[src/rtl/pulse_bank.sv]
// Bank of N_CH square-wave voices: per-voice timer, duty sequencer, envelope,
// length counter and sweep unit, with a registered per-voice volume and sum.
module pulse_bank_ch #(
  parameter int CH_IDX = 0
) (
  input  logic       i_clk,
  input  logic       i_rst_n,
  input  logic       i_tick,
  input  logic       i_qtr,
  input  logic       i_hlf,
  input  logic       i_wr,
  input  logic [1:0] i_reg,
  input  logic [7:0] i_data,
  input  logic       i_en,
  output logic       o_len_active,
  output logic [3:0] o_vol_nxt,
  output logic [3:0] o_ch_out
);
  logic [7:0]  r_r0, r_r1, r_r2;
  logic [2:0]  r_per_hi;
  logic [10:0] r_timer;
  logic [2:0]  r_seq;
  logic        r_env_start;
  logic [3:0]  r_decay, r_env_div;
  logic [7:0]  r_len;
  logic [2:0]  r_sw_div;
  logic        r_sw_reload;
  logic [3:0]  r_ch_out;

  logic [10:0] w_period;
  logic [11:0] w_change, w_target;
  logic        w_mute, w_seq_bit, w_sw_upd;
  logic [7:0]  w_pat, w_lut;
  logic [3:0]  w_vol;
  logic        w_wr0, w_wr1, w_wr2, w_wr3;

  assign w_period = {r_per_hi, r_r2};
  assign w_change = {1'b0, w_period} >> r_r1[2:0];

  // Voice 0 negates in ones' complement, the others in two's complement.
  always_comb begin
    w_target = {1'b0, w_period} + w_change;
    if (r_r1[3]) begin
      if (CH_IDX == 0) w_target = {1'b0, w_period} - w_change - 12'd1;
      else             w_target = {1'b0, w_period} - w_change;
    end
  end

  assign w_mute = (w_period < 11'd8) || w_target[11];

  always_comb begin
    case (r_r0[7:6])
      2'd0:    w_pat = 8'b0100_0000;
      2'd1:    w_pat = 8'b0110_0000;
      2'd2:    w_pat = 8'b0111_1000;
      default: w_pat = 8'b1001_1111;
    endcase
  end

  always_comb begin
    case (i_data[7:3])
      5'd0:  w_lut = 8'd10;   5'd1:  w_lut = 8'd254;  5'd2:  w_lut = 8'd20;  5'd3:  w_lut = 8'd2;
      5'd4:  w_lut = 8'd40;   5'd5:  w_lut = 8'd4;    5'd6:  w_lut = 8'd80;  5'd7:  w_lut = 8'd6;
      5'd8:  w_lut = 8'd160;  5'd9:  w_lut = 8'd8;    5'd10: w_lut = 8'd60;  5'd11: w_lut = 8'd10;
      5'd12: w_lut = 8'd14;   5'd13: w_lut = 8'd12;   5'd14: w_lut = 8'd26;  5'd15: w_lut = 8'd14;
      5'd16: w_lut = 8'd12;   5'd17: w_lut = 8'd16;   5'd18: w_lut = 8'd24;  5'd19: w_lut = 8'd18;
      5'd20: w_lut = 8'd48;   5'd21: w_lut = 8'd20;   5'd22: w_lut = 8'd96;  5'd23: w_lut = 8'd22;
      5'd24: w_lut = 8'd192;  5'd25: w_lut = 8'd24;   5'd26: w_lut = 8'd72;  5'd27: w_lut = 8'd26;
      5'd28: w_lut = 8'd16;   5'd29: w_lut = 8'd28;   5'd30: w_lut = 8'd32;  default: w_lut = 8'd30;
    endcase
  end

  assign w_seq_bit    = w_pat[3'd7 - r_seq];
  assign w_vol        = r_r0[4] ? r_r0[3:0] : r_decay;
  assign o_vol_nxt    = (w_mute || (r_len == 8'd0) || !w_seq_bit) ? 4'd0 : w_vol;
  assign o_len_active = (r_len != 8'd0);
  assign o_ch_out     = r_ch_out;

  assign w_wr0 = i_wr && (i_reg == 2'd0);
  assign w_wr1 = i_wr && (i_reg == 2'd1);
  assign w_wr2 = i_wr && (i_reg == 2'd2);
  assign w_wr3 = i_wr && (i_reg == 2'd3);
  assign w_sw_upd = i_hlf && (r_sw_div == 3'd0) && r_r1[7] && (r_r1[2:0] != 3'd0) && !w_mute;

  always_ff @(posedge i_clk) begin
    if (!i_rst_n) begin
      r_r0 <= '0; r_r1 <= '0; r_r2 <= '0; r_per_hi <= '0;
      r_timer <= '0; r_seq <= '0;
      r_env_start <= 1'b0; r_decay <= '0; r_env_div <= '0;
      r_len <= '0; r_sw_div <= '0; r_sw_reload <= 1'b0; r_ch_out <= '0;
    end else begin
      // Sweep write-back first so a same-edge CPU write overrides it.
      if (w_sw_upd) begin
        r_r2     <= w_target[7:0];
        r_per_hi <= w_target[10:8];
      end
      if (w_wr0) r_r0 <= i_data;
      if (w_wr1) r_r1 <= i_data;
      if (w_wr2) r_r2 <= i_data;
      if (w_wr3) r_per_hi <= i_data[2:0];

      if (i_tick) begin
        if (r_timer == 11'd0) begin
          r_timer <= w_period;
          r_seq   <= r_seq + 3'd1;
        end else r_timer <= r_timer - 11'd1;
      end
      if (w_wr3) r_seq <= 3'd0;

      if (i_qtr) begin
        if (r_env_start) begin
          r_env_start <= 1'b0;
          r_decay     <= 4'd15;
          r_env_div   <= r_r0[3:0];
        end else if (r_env_div == 4'd0) begin
          r_env_div <= r_r0[3:0];
          if (r_decay != 4'd0) r_decay <= r_decay - 4'd1;
          else if (r_r0[5])    r_decay <= 4'd15;
        end else r_env_div <= r_env_div - 4'd1;
      end
      if (w_wr3) r_env_start <= 1'b1;

      if (!i_en)                                      r_len <= 8'd0;
      else if (w_wr3)                                 r_len <= w_lut;
      else if (i_hlf && (r_len != 8'd0) && !r_r0[5])  r_len <= r_len - 8'd1;

      if (i_hlf) begin
        if ((r_sw_div == 3'd0) || r_sw_reload) begin
          r_sw_div    <= r_r1[6:4];
          r_sw_reload <= 1'b0;
        end else r_sw_div <= r_sw_div - 3'd1;
      end
      if (w_wr1) r_sw_reload <= 1'b1;

      r_ch_out <= o_vol_nxt;
    end
  end
endmodule

module pulse_bank #(
  parameter int N_CH = 2,
  parameter int CW   = (N_CH > 2) ? $clog2(N_CH) : 1,
  parameter int MW   = 4 + CW
) (
  input  logic              apu_clk,
  input  logic              rst_n,
  input  logic              tick_en,
  input  logic              qtr_en,
  input  logic              hlf_en,
  input  logic              wr_en,
  input  logic [CW+1:0]     wr_addr,
  input  logic [7:0]        wr_data,
  input  logic [N_CH-1:0]   ch_enable,
  output logic [N_CH-1:0]   len_active,
  output logic [4*N_CH-1:0] ch_out,
  output logic [MW-1:0]     mix_out
);
  logic [N_CH-1:0][3:0] w_vol_nxt;
  logic [MW-1:0]        w_mix, r_mix;

  // Channel selects with no matching voice simply enable nothing.
  for (genvar k = 0; k < N_CH; k++) begin : g_ch
    logic w_sel;
    assign w_sel = wr_en && (wr_addr[CW+1:2] == CW'(k));
    pulse_bank_ch #(.CH_IDX(k)) u_ch (
      .i_clk(apu_clk), .i_rst_n(rst_n), .i_tick(tick_en), .i_qtr(qtr_en), .i_hlf(hlf_en),
      .i_wr(w_sel), .i_reg(wr_addr[1:0]), .i_data(wr_data), .i_en(ch_enable[k]),
      .o_len_active(len_active[k]), .o_vol_nxt(w_vol_nxt[k]), .o_ch_out(ch_out[4*k +: 4])
    );
  end

  always_comb begin
    w_mix = '0;
    for (int k = 0; k < N_CH; k++) w_mix = w_mix + MW'(w_vol_nxt[k]);
  end

  always_ff @(posedge apu_clk) begin
    if (!rst_n) r_mix <= '0;
    else        r_mix <= w_mix;
  end

  assign mix_out = r_mix;
endmodule
[config.mk]
export PLATFORM = sky130hd
export DESIGN_NAME = pulse_bank
export DESIGN_NICKNAME = d
export VERILOG_FILES = /design/src/rtl/pulse_bank.sv
export SDC_FILE = /design/constraint.sdc
export NUM_CORES = 1
export LEC_CHECK = 0
export BUFFER_PORTS_ARGS = -buffer_cell sky130_fd_sc_hd__buf_2
export CORE_UTILIZATION = 57
export CTS_CLUSTER_DIAMETER = 200
export DETAILED_ROUTE_END_ITERATION = 8
export GPL_ROUTABILITY_DRIVEN = 0
export PLACE_DENSITY = 0.75
export SLEW_MARGIN = 20
export SYNTH_ARGS = -nofsm -noshare
export SYNTH_HDL_FRONTEND = slang
export SYNTH_SLANG_ARGS = --single-unit
[constraint.sdc]
create_clock -name apu_clk -period 4.3 [get_ports apu_clk]
set_clock_uncertainty 0.05 [all_clocks]
set_input_delay 0.645 -clock apu_clk [delete_from_list [all_inputs] [get_ports apu_clk]]
set_output_delay 0.645 -clock apu_clk [all_outputs]
set_load 0.02 [all_outputs]
# == Yosys cells after proc, flatten, opt, wreduce, memory -nomap -nowiden ==
# Memories as Yosys holds them, arrays and structs flattened.
# Index checks and enable logic that the tools add are counted.
# Widths: inputs -> output; s select.
# totals
latchBits,0
mem_count,2
out_inout_bits,15
ff_bits,137
rom_bits,448
ramBits,0
inputBits,19
elab_cells,192
# op_classes
multipliers,0
n_mux,49
n_reduce_logical,79
bitwise,2
n_eq_ne,7
n_shift,2
magnitude_cmp,4
n_addsub,20
n_div,0
# memory_table
name,words,word_bits,rd,rd_clocked_by_memory_dff,write_ports,line,text
(name not given),32,7,1,0,0,61,case (i_data[7:3])
(name not given),32,7,1,0,0,61,
# op_table
op,count
$mux 4,16
$mux 8,8
$pmux 8 s3,2
$reduce_bool 2->1,14
$add 11x12->12,2
$mux 12,2
$shr 11x3->12,2
$sub 11x12->12,2
$logic_and 1x1->1,22
$logic_not 11->1,2
$lt 11x4->1 const B,2
$mux 11,2
$sub 11x1->11 const B,2
$mux 3,6
$logic_not 8->1,2
$reduce_bool 8->1,2
$sub 4x1->4 const B,4
$sub 8x1->8 const B,2
$reduce_and 2->1,6
$reduce_bool 3->1,4
$sub 12x1->12 const B,1
$mux 1,11
$eq 2x2->1 const B,4
$logic_not 4->1,2
15 further kinds,41

# == Longest topological paths before layout ==
# Gate-level depths: netlist of run 1.
# depth
depth_word,9
depth_mapped,26
depth_no_buf,23

# == Modules after synthesis ==
# Synthesis of run 1 repeated with hierarchy kept, for this count alone.
# hier_totals
cells_unflattened,1284
hier_area_um2,10084.7
# by_module_without_submodules
mod,area_each_um2,seq_area_each_um2,cells_each,instances
pulse_bank_ch at g_ch[0].u_ch,4998.5,1321.3,643,1
pulse_bank_ch at g_ch[1].u_ch,4800.9,1321.3,614,1
pulse_bank,285.3,100.1,27,1

# == Least setup slack after synthesis of run 1 ==
# OpenSTA, ideal clock, no wires.
# synth_timing
path_kind,flip-flop to flip-flop
start,register g_ch[1].u_ch.r_r1[0]
end,"register r_mix[4], in the netlist mix_out[4]"
period_less_slack_ns,4.464
required_time_ns,4.180
path_buffers,2
arrival_ns,4.343
setup_ns,0.070
path_stages_with_launch,23
setup_slack_ns,-0.164
cell_sequence,dfxtp_1 -> buf_2 -> buf_2 -> mux4_2 -> mux2i_1 -> nand3_1 -> nor2_1 -> nor2_1 -> xor2_1 -> ha_1 -> a21o_1 -> nor3_1 -> and3_1 -> o31a_1 -> xnor2_1 -> nand4_2 -> nor2_1 -> ha_1 -> inv_1 -> fa_1 -> nor2b_1 -> o21ai_0 -> a21oi_1
# synth_via
elab_chain_cells,8
elab_cells_between_ends,9
cone_classes,3 x add/sub; 1 x shift; 2 x mux; 3 x reduce/logical
# synth_rtl
item,line,text
"start, declared",19,"logic [7:0] r_r0, r_r1, r_r2;"
"start signal, assigned",98,if (w_wr1) r_r1 <= i_data;
$shr 11x3->12 (*),38,"assign w_change = {1'b0, w_period} >> r_r1[2:0];"
$add 11x12->12 or $sub 11x12->12 (tied branches),"42, 45",
$mux 12 (*),43,if (r_r1[3]) begin
$logic_or 1x1->1 (*),49,assign w_mute = (w_period < 11'd8) || w_target[11];
$logic_or 1x1->1 (*) (2 in series),75,assign o_vol_nxt = (w_mute || (r_len == 8'd0) || !w_seq_bit) ? 4'd0 : w_vol;
$mux 4 (*),75,
named net g_ch[1].u_ch.o_vol_nxt[0],16,"output logic [3:0] o_vol_nxt,"
$add 4x4->5 (*),174,for (int k = 0; k < N_CH; k++) w_mix = w_mix + MW'(w_vol_nxt[k]);
"end signal, assigned",179,else r_mix <= w_mix;
"end, declared",159,"logic [MW-1:0] w_mix, r_mix;"
# Mark *: on every way through the listed nets, which the timed path passes. The rest lies on a longest branch.
# A chain may end at the register's enable or synchronous reset.

# == Worst setup path after layout of run 1 ==
# layout_timing
start,register g_ch[1].u_ch.r_r1[1]
end,"register r_mix[3], in the netlist mix_out[3]"
# The elaborated chain is that of the path after synthesis.

==> results of run 1 <==
metal layers:
layer | share of wire (%) | vias to the layer above | track usage, % | wire length (microns)
li1 | - | 4535 | - | -
met1 | 44 | 4245 | 38.1 | 11300
met2 | 47 | 304 | 49.0 | 12000
met3 | 5.9 | 75 | 5.21 | 1510
met4 | 3.7 | 0 | 14.3 | 960
met5 | 0 | - | 0 | 0
what timing repair did:
item	CTS	global route
endpoints found under the setup margin	4	8
buffers inserted	5	4
pin swaps	17	11
gates resized for setup	11	11
flip-flops by register name, summed over array words and instances, names as in the netlist, 8 cells and up:
signal	flops
g_ch.u_ch.r_len	16
g_ch.u_ch.r_r0	16
g_ch.u_ch.r_r1	16
g_ch.u_ch.o_ch_out	8
g_ch.u_ch.r_timer	22
g_ch.u_ch.r_r2	16
g_ch.u_ch.r_env_div	8
g_ch.u_ch.r_decay	8
worst max-delay path: stages, from the launching register on:
cell	delay [ns]
dfxtp_4	0.38
buf_6	0.12
mux2_2	0.35
nand3_1	0.12
o311a_4	0.22
buf_4	0.11
o311a_2	0.20
and3b_1	0.18
nor2_1	0.05
xor2_1	0.16
ha_1	0.19
a21o_1	0.19
nor3_1	0.11
and3_1	0.21
o31a_1	0.21
xnor2_2	0.14
nand4_2	0.18
buf_6	0.16
nor2b_1	0.11
ha_1	0.25
a21o_1	0.17
a21oi_2	0.12
xor2_1	0.15
nor2_1	0.05
area by class of cell:
cell class / count / area [sq um]
timing repair buffer: 108 / 743
multi-input combinational: 983 / 6380
clock inverter: 14 / 194
antenna: 2 / 5.00
fill: 1365 / 5490
sequential: 137 / 2750
tap: 220 / 275
clock buffer: 18 / 439
inverter: 68 / 255
through the flow:
| stage | hold slack, ns | worst slack [ns] |
|---|---|---|
| after CTS | 0.407 | -0.00302 |
| after detailed placement | 0.399 | -0.160 |
| after floorplan | 0.382 | 0.00276 |
| after global placement | 0.391 | -0.0462 |
| after global routing | 0.440 | -0.317 |
| final | 0.408 | -0.0330 |
path summary, 6_finish.rpt:
kind                     endpoint  slack, ns  depth (start not counted)            startpoint
max reg2reg            mix_out[3]      -0.03                         23  g_ch[1].u_ch.r_r1[1]
min reg2reg  g_ch[1].u_ch.r_r1[5]       0.41                          2  g_ch[1].u_ch.r_r1[5]
max                    mix_out[3]      -0.03                         23  g_ch[1].u_ch.r_r1[1]
min          g_ch[1].u_ch.r_r1[5]       0.41                          2  g_ch[1].u_ch.r_r1[5]
cell families (layout without fill, tap and decap cells):
logic type | after synthesis | count (layout) | share of synthesized area, %
simple gates | 470 | 470 | 22.5
compound gates | 314 | 314 | 20.1
flops | 137 | 137 | 28.6
buf+inv | 136 | 208 | 5.74
mux | 81 | 81 | 9.31
fa+ha+maj | 66 | 66 | 8.93
xor+xnor | 52 | 52 | 4.75
other cells | 0 | 2 | 0
cells in the final DEF, fill, tap and decap left out, types with 5 or more instances in the layout:
cell type  instances
a211oi_1          30
a21o_1            10
a21oi_1          127
a22oi_1            5
a31oi_1           11
and3_1             5
buf_2             33
buf_4             71
clkbuf_16         17
dfxtp_1          134
ha_1              60
inv_1             64
mux2_2            11
mux2i_1           62
mux4_2             5
nand2_1          148
nand2b_1          15
nand3_1           30
nand4_1            8
nor2_1           146
nor2b_1           18
nor3_1            39
nor3b_1            6
nor4_1             7
o21a_1             5
o21ai_0           65
o21bai_1           6
o221ai_1           5
o31ai_1            9
or2_2              6
or3_1             12
or4_1              6
xnor2_1           28
xor2_1            23
report_power, final:
group / leakage [nW] / total, W / switching, W / internal (W)
registers: 1.12 / 0.00163 / 0.000185 / 0.00144
clock network: 0.307 / 0.00158 / 0.000594 / 0.000989
logic: 3.12 / 0.00186 / 0.00107 / 0.000794
==> impl_metrics.yaml, run 1 <==
global_routing:
  grt_pass1_wl_microns: 41900
  grt_pass1_vias: 8536
  grt.overflow.total: 0
  antenna_found_initial: 2
  grt_max_degree: 53
  grtUsageTotal_pct: 29.9
clock_tree:
  root_buffer: "clkbuf_16"
  insertion_delay_ns: 0.43
  hold_buffers: 0
  clock_path_buffers: 2
  cts_made_buffers: 17
  cts.sinks: 137
  htree_levels: 4
  cts_tree: "built"
  clk_pin_slew_worst_paths_ns: 0.06
sta:
  min_period_ns: 4.33
  tightestPinTransition_ns: 1.15
  setup_viol: 2
  timing.final.crit_share_pct: 101
  postLayoutSetupSlackWorst_ns: -0.0330
  rsz0062_at_grt: "yes"
  slew_violations: 0
  fmax_mhz: 231
  relSlewSlack_pct: 23.1
  setup_tns_ns: -0.0576
  hold_viol: 0
die:
  coreArea_sq_um: 16500
  floorplan.die_area_sq_um: 17300
  ios: 34
  initial_core_util_pct: 58.0
  rows: 47
  die_w_microns: 132
  die_y_microns: 132
synth:
  synth_top_area_share_pct: 28.6
  syn_area_sq_um: 9590
  async_reset_ff_share_pct: 0
  ys_warn_count: 0
  ys_dominant_reg_cell: "dfxtp_1"
  synth_edf_count: 0
  synthCells: 1256
  synth_seq_cells: 137
  synth.most_common_cell: "nor2_1"
  synth_seq_area_share_pct: 28.6
  syn_area_per_cell_sq_um: 7.63
  synthTopCellsByArea: "dfxtp_1 (29%), ha_1 (8.1%), a21oi_1 (6.7%)"
  yosysTopAreaCell: "dfxtp_1"
  synth_cell_types: 71
  post_synth_most_frequent_cells: "nor2_1 (149), nand2_1 (148), dfxtp_1 (137)"
  synth.net_count: 1341
drt:
  drtIter0Drc: 746
  drt_pass1_iterations: 5
  remaining_drc_errors: 0
  drt_wl_total_microns: 25700
  viasPerCell: 5.91
  final_antenna_net_count: 0
  routed-via-count: 9159
  wl_per_cell_microns: 16.6
critical_path:
  cp-end-kind: "flop"
  crit_type: "flop to flop"
  arrival_ns: 4.56
  worst-endpoint-required_ns: 4.53
  path_max_fanout: 5
  critPathLaunchType: "flop"
status:
  violations: "negative setup slack"
  status: "finished with violations"
placed_design:
  post-place-cells: 1507
  io_buffers: 33
  dp.final_hpwl_microns: 17900
  place_area_sq_um: 10200
power_and_ir_drop:
  ir_drop_mv: 0.275
  total_leakage_power_nw: 4.54
  power_w: 0.00507
  power_density_nw_per_um2: 459
finish:
  area_growth_pct: 15.1
  fin_nets: 1400
  instances_no_fill: 1550
  fin_area_sq_um: 11000
  postLayoutCoreUtil_pct: 66.8
  drive_gt1_share_pct: 14.5
flow_run:
  maxCapViolCount: 0
min_path:
  hold_class: "flop to flop"
Note: power is estimated with default switching activity, not from simulation.
==> run 2, diff against run 1 <==
==> config.mk (replaced) <==
export PLATFORM = sky130hd
export DESIGN_NAME = pulse_bank
export DESIGN_NICKNAME = d
export VERILOG_FILES = /design/src/rtl/pulse_bank.sv
export SDC_FILE = /design/constraint.sdc
export NUM_CORES = 1
export LEC_CHECK = 0
export CORE_UTILIZATION = 70
export CTS_CLUSTER_DIAMETER = 200
export DETAILED_ROUTE_END_ITERATION = 8
export DONT_BUFFER_PORTS = 1
export GPL_ROUTABILITY_DRIVEN = 0
export PLACE_DENSITY = 0.84
export SLEW_MARGIN = 20
export SYNTH_ARGS = -nofsm -noshare
export SYNTH_HDL_FRONTEND = slang
export SYNTH_SLANG_ARGS = --single-unit
==> constraint.sdc (replaced) <==
create_clock -name apu_clk -period 5.25 [get_ports apu_clk]
set_clock_uncertainty 0.05 [all_clocks]
set_input_delay 0.7875 -clock apu_clk [delete_from_list [all_inputs] [get_ports apu_clk]]
set_output_delay 0.7875 -clock apu_clk [all_outputs]
set_load 0.02 [all_outputs]
==> run 2 against run 1 <==
Effect of this change: the flow now finishes without violations; sequential power is 17% lower; first-iteration DRC count down 7.1%; maximum frequency shrank 11%; clock-buffer cell count stayed put; power fell by 23%.
==> impl_metrics.yaml, run 2 (synthesis results as in run 1) <==
global_routing:
  grt.overflow.total: 0
  grtUsageTotal_pct: 34.2
  grt_pass1_vias: 8057
  grt_pass1_wl_microns: 39100
  grt_max_degree: 52
  antenna_found_initial: 0
finish:
  area_growth_pct: 5.65
  nFillCells: 986
  fin_nets: 1299
  final_common_cell: "nor2_1"
  largest_register_ffs: 22
  num_antenna_cells: 0
  max_flop_register: "g_ch.u_ch.r_timer"
  layout_common_cells: "nor2_1 (149), nand2_1 (148), dfxtp_1 (136)"
  multiInputGateArea_sq_um: 6290
  seq_area_sq_um: 2740
  drive_gt1_share_pct: 6.11
clock_tree:
  clock_path_buffers: 2
  clk_pin_slew_worst_paths_ns: 0.06
  htree_levels: 4
  root_buffer: "clkbuf_16"
  cts_setup_buffers: 0
  hold_buffers: 0
  cts.sinks: 137
  insertion_delay_ns: 0.42
  cts_tree: "built"
  cts_made_buffers: 17
  cts_resized: 0
critical_path:
  critPathLaunchType: "flop"
  path_max_fanout: 21
  cp-end-kind: "flop"
  crit_type: "flop to flop"
  arrival_ns: 5.17
  worst-endpoint-required_ns: 5.56
sta:
  rsz0062_at_grt: "no"
  setup_viol: 0
  hold_viol: 0
  tightestPinTransition_ns: 1.08
  setup_tns_ns: 0
  min_period_ns: 4.85
  fmax_mhz: 206
  slew_violations: 0
  relSlewSlack_pct: 27.7
  timing.final.crit_share_pct: 92.4
placed_design:
  io_buffers: 0
  dp.final_hpwl_microns: 16500
die:
  die_y_microns: 119
  die_w_microns: 119
  floorplan.die_area_sq_um: 14200
  ios: 34
  coreArea_sq_um: 13300
  initial_core_util_pct: 72.1
  rows: 42
drt:
  remaining_drc_errors: 0
  drtIter0Drc: 693
  drt_wl_total_microns: 23900
  final_antenna_net_count: 0
  routed-via-count: 8759
  drt_pass1_iterations: 5
  viasPerCell: 6.24
  wl_per_cell_microns: 17.0
power_and_ir_drop:
  power_density_nw_per_um2: 385
  ir_drop_mv: 0.259
  power_w: 0.00390
  total_leakage_power_nw: 3.99
min_path:
  hold_class: "input pin to flop"
flow_run:
  maxCapViolCount: 0
status:
  status: "finished clean"
## run 2: layout make-up
class                           count  share of cell area [%]
Tap cell                          176                    2.17
Multi-Input combinational cell    983                    62.1
Sequential cell                   137                    27.1
Inverter                           68                    2.52
Clock buffer                       18                    4.34
Timing Repair Buffer                7                   0.519
Clock inverter                     14                    1.22
## run 2: through the flow
step	setup slack, ns	utilization, %	hold slack [ns]	instance area, sq um	instances
floorplan	0.786	-	0.382	9590	1256
global placement	0.624	71.9	0.391	9560	1371
detailed placement	0.479	71.9	0.392	9560	1371
CTS	0.433	76.2	0.394	10100	1403
global route	0.0144	76.2	0.394	10100	1403
finish	0.397	76.2	0.403	10100	1403
## run 2: critical path, stage by stage (launching register included)
cell and delay (ns):
dfxtp_1 0.37, buf_4 0.27, mux2_2 0.40, nand3_1 0.10, o311a_2 0.21, ha_1 0.21, nand3_1 0.10, nor2_1 0.14
nor2_1 0.07, xor2_1 0.19, ha_1 0.35, a21o_1 0.16, nor3_1 0.05, and3_1 0.20, o31a_1 0.33, xnor2_1 0.18
nand4_2 0.22, nor2_1 0.17, ha_1 0.18, inv_1 0.06, fa_1 0.38, nor2b_1 0.17, o21ai_0 0.09, a21oi_1 0.13
## run 2: power breakdown
part	total [W]	leakage (nW)	switching [W]	internal (W)
combinational	0.00141	2.61	0.000817	0.000592
clock	0.00114	0.268	0.000480	0.000664
sequential	0.00135	1.11	0.000164	0.00118
## run 2: worst paths after layout
path                              from                      end  cells after the start  slack (ns)
setup / recovery  g_ch[1].u_ch.r_r1[1]               mix_out[4]                     23        0.40
hold / removal                 tick_en  g_ch[0].u_ch.r_timer[7]                      1        0.40
setup reg to reg  g_ch[1].u_ch.r_r1[1]               mix_out[4]                     23        0.40
hold reg to reg   g_ch[1].u_ch.r_r1[7]     g_ch[1].u_ch.r_r1[7]                      2        0.40
## run 2: per-layer routing
layer	GRT usage, %	routed length [microns]	vias up
met1	43.4	10300	4113
li1	-	-	4328
met5	0	0	-
met2	57.4	11500	274
met3	6.42	1530	44
met4	13.1	541	0
==> run 3, diff against run 2 <==
--- a/config.mk
+++ b/config.mk
@@ -5,6 +5,7 @@
 export SDC_FILE = /design/constraint.sdc
 export NUM_CORES = 1
 export LEC_CHECK = 0
+export CORE_MARGIN = 3
 export CORE_UTILIZATION = 70
 export CTS_CLUSTER_DIAMETER = 200
 export DETAILED_ROUTE_END_ITERATION = 8
==> run 3 against run 2 <==
Effect of this change: wire length shrank 0.68%; power down 0.61%; maximum frequency grew 0.97%; first-iteration DRC count is 14% lower; highest routed layer unchanged; sequential power hardly changed; global-route usage is 2.1 points lower; register-to-register slack improved by 0.05 ns; flip-flop and latch count unchanged; sequential share of layout area about the same; cell count did not move; largest power group unchanged; critical path depth shrank 3.
==> impl_metrics.yaml, run 3 (synthesis results as in run 1) <==
finish:
  fin_nets: 1299
  fin_area_sq_um: 10100
  instances_no_fill: 1403
  final_common_cell: "nor2_1"
  seq_area_sq_um: 2740
  multiInputGateArea_sq_um: 6290
  drive_gt1_share_pct: 5.87
  layout_common_cells: "nor2_1 (149), nand2_1 (148), dfxtp_1 (136)"
  postLayoutCoreUtil_pct: 76.1
  max_flop_register: "g_ch.u_ch.r_timer"
  nFillCells: 1028
  area_growth_pct: 5.60
  num_antenna_cells: 0
  largest_register_ffs: 22
placed_design:
  place_ws_ns: 0.429
  dp.final_hpwl_microns: 16800
  place_area_sq_um: 9560
  post-place-cells: 1371
  io_buffers: 0
drt:
  wl_per_cell_microns: 16.9
  drtIter0Drc: 598
  routed-via-count: 8716
  drt_pass1_iterations: 5
  final_antenna_net_count: 0
  viasPerCell: 6.21
  drt_wl_total_microns: 23700
  remaining_drc_errors: 0
clock_tree:
  cts.sinks: 137
  cts_setup_buffers: 0
  cts_resized: 0
  cts_made_buffers: 17
  htree_levels: 4
  clock_path_buffers: 2
  root_buffer: "clkbuf_16"
  clk_pin_slew_worst_paths_ns: 0.06
  cts_tree: "built"
  insertion_delay_ns: 0.43
  hold_buffers: 0
status:
  status: "finished clean"
power_and_ir_drop:
  ir_drop_mv: 0.222
  power_density_nw_per_um2: 383
  total_leakage_power_nw: 3.99
critical_path:
  crit_family: "simple AND/OR/NAND/NOR gates"
  cpMaxStageDelayCell: "mux4_2"
  crit_top_cell: "nor2_1"
  cp-end-kind: "flop"
  path_max_fanout: 9
  worst-endpoint-required_ns: 5.56
  cp_cell_sequence: "mux4_2 -> mux2i_1 -> nand3_1 -> nor2_1 -> nor2_1 -> xor2_1 -> ha_1 -> a21o_1 -> nor3_1 -> and3_1 -> o31a_1 -> xnor2_1 -> nand4_2 -> nor2_1 -> ha_1 -> inv_1 -> fa_1 -> nor2b_1 -> o21ai_0 -> a21oi_1"
  crit_type: "flop to flop"
  critPathLaunchType: "flop"
  cp.buffers_inverters: 1
  arrival_ns: 5.11
  slowest_delay_ns: 0.60
sta:
  rsz0062_at_grt: "yes"
  hold_viol: 0
  setup_viol: 0
  timing.final.crit_share_pct: 91.5
  slew_violations: 0
  whs_ns: 0.402
  min_period_ns: 4.81
  postLayoutSetupSlackWorst_ns: 0.444
  relSlewSlack_pct: 24.6
  tightestPinTransition_ns: 1.13
  fmax_mhz: 208
global_routing:
  grtUsageTotal_pct: 32.1
  grt_max_degree: 48
  grt_pass1_wl_microns: 38900
  antenna_found_initial: 0
  grt_pass1_vias: 8095
  grt.overflow.total: 0
die:
  coreArea_sq_um: 13300
  die_w_microns: 123
  ios: 34
  floorplan.die_area_sq_um: 15100
  rows: 42
  die_y_microns: 123
  initial_core_util_pct: 72.1
min_path:
  hold_class: "input pin to flop"
flow_run:
  maxCapViolCount: 0
==> run 3: cell type report <==
cell class | instances | area share, %
inverters | 68 | 2.52
multi-input cells | 983 | 62.2
clock inverters | 12 | 1.16
repair buffers | 7 | 0.556
well taps | 176 | 2.18
flip-flops and latches | 137 | 27.1
clock buffers | 20 | 4.31
==> run 3: path summary, 6_finish.rpt <==
check / from / endpoint / slack, ns / cells after the start
setup / recovery: g_ch[1].u_ch.r_r1[0] / mix_out[4] / 0.44 / 20
setup reg to reg: g_ch[1].u_ch.r_r1[0] / mix_out[4] / 0.44 / 20
hold reg to reg: g_ch[0].u_ch.r_r1[7] / g_ch[0].u_ch.r_r1[7] / 0.41 / 2
hold / removal: tick_en / g_ch[1].u_ch.r_timer[7] / 0.40 / 1
==> run 3: where the power goes <==
group	switching, W	internal (W)	total, W
combinational	0.000811	0.000592	0.00140
clock	0.000473	0.000657	0.00113
sequential	0.000160	0.00118	0.00134
==> run 3: worst reg2reg max path, cell delays in order, from the launching register on <==
cell,delay (ns)
dfxtp_1,0.55
mux4_2,0.60
mux2i_1,0.31
nand3_1,0.15
nor2_1,0.16
nor2_1,0.07
xor2_1,0.18
ha_1,0.35
a21o_1,0.15
nor3_1,0.04
and3_1,0.21
o31a_1,0.33
xnor2_1,0.18
nand4_2,0.22
nor2_1,0.20
ha_1,0.19
inv_1,0.06
fa_1,0.37
nor2b_1,0.16
o21ai_0,0.09
a21oi_1,0.13
==> run 3: stage by stage <==
stage	total power, W	setup TNS (ns)
after CTS	0.00387	0
final	0.00387	0
after detailed placement	0.00273	0
after global routing	0.00414	-0.0342
after global placement	0.00268	0
after floorplan	0.00250	0
==> run 3: layer usage <==
layer	global-route usage (%)	up-vias	wire length (microns)
met5	0	-	0
met4	14.7	0	873
met3	7.87	80	1400
met2	51.7	256	11100
met1	40.6	4055	10300
li1	-	4325	-
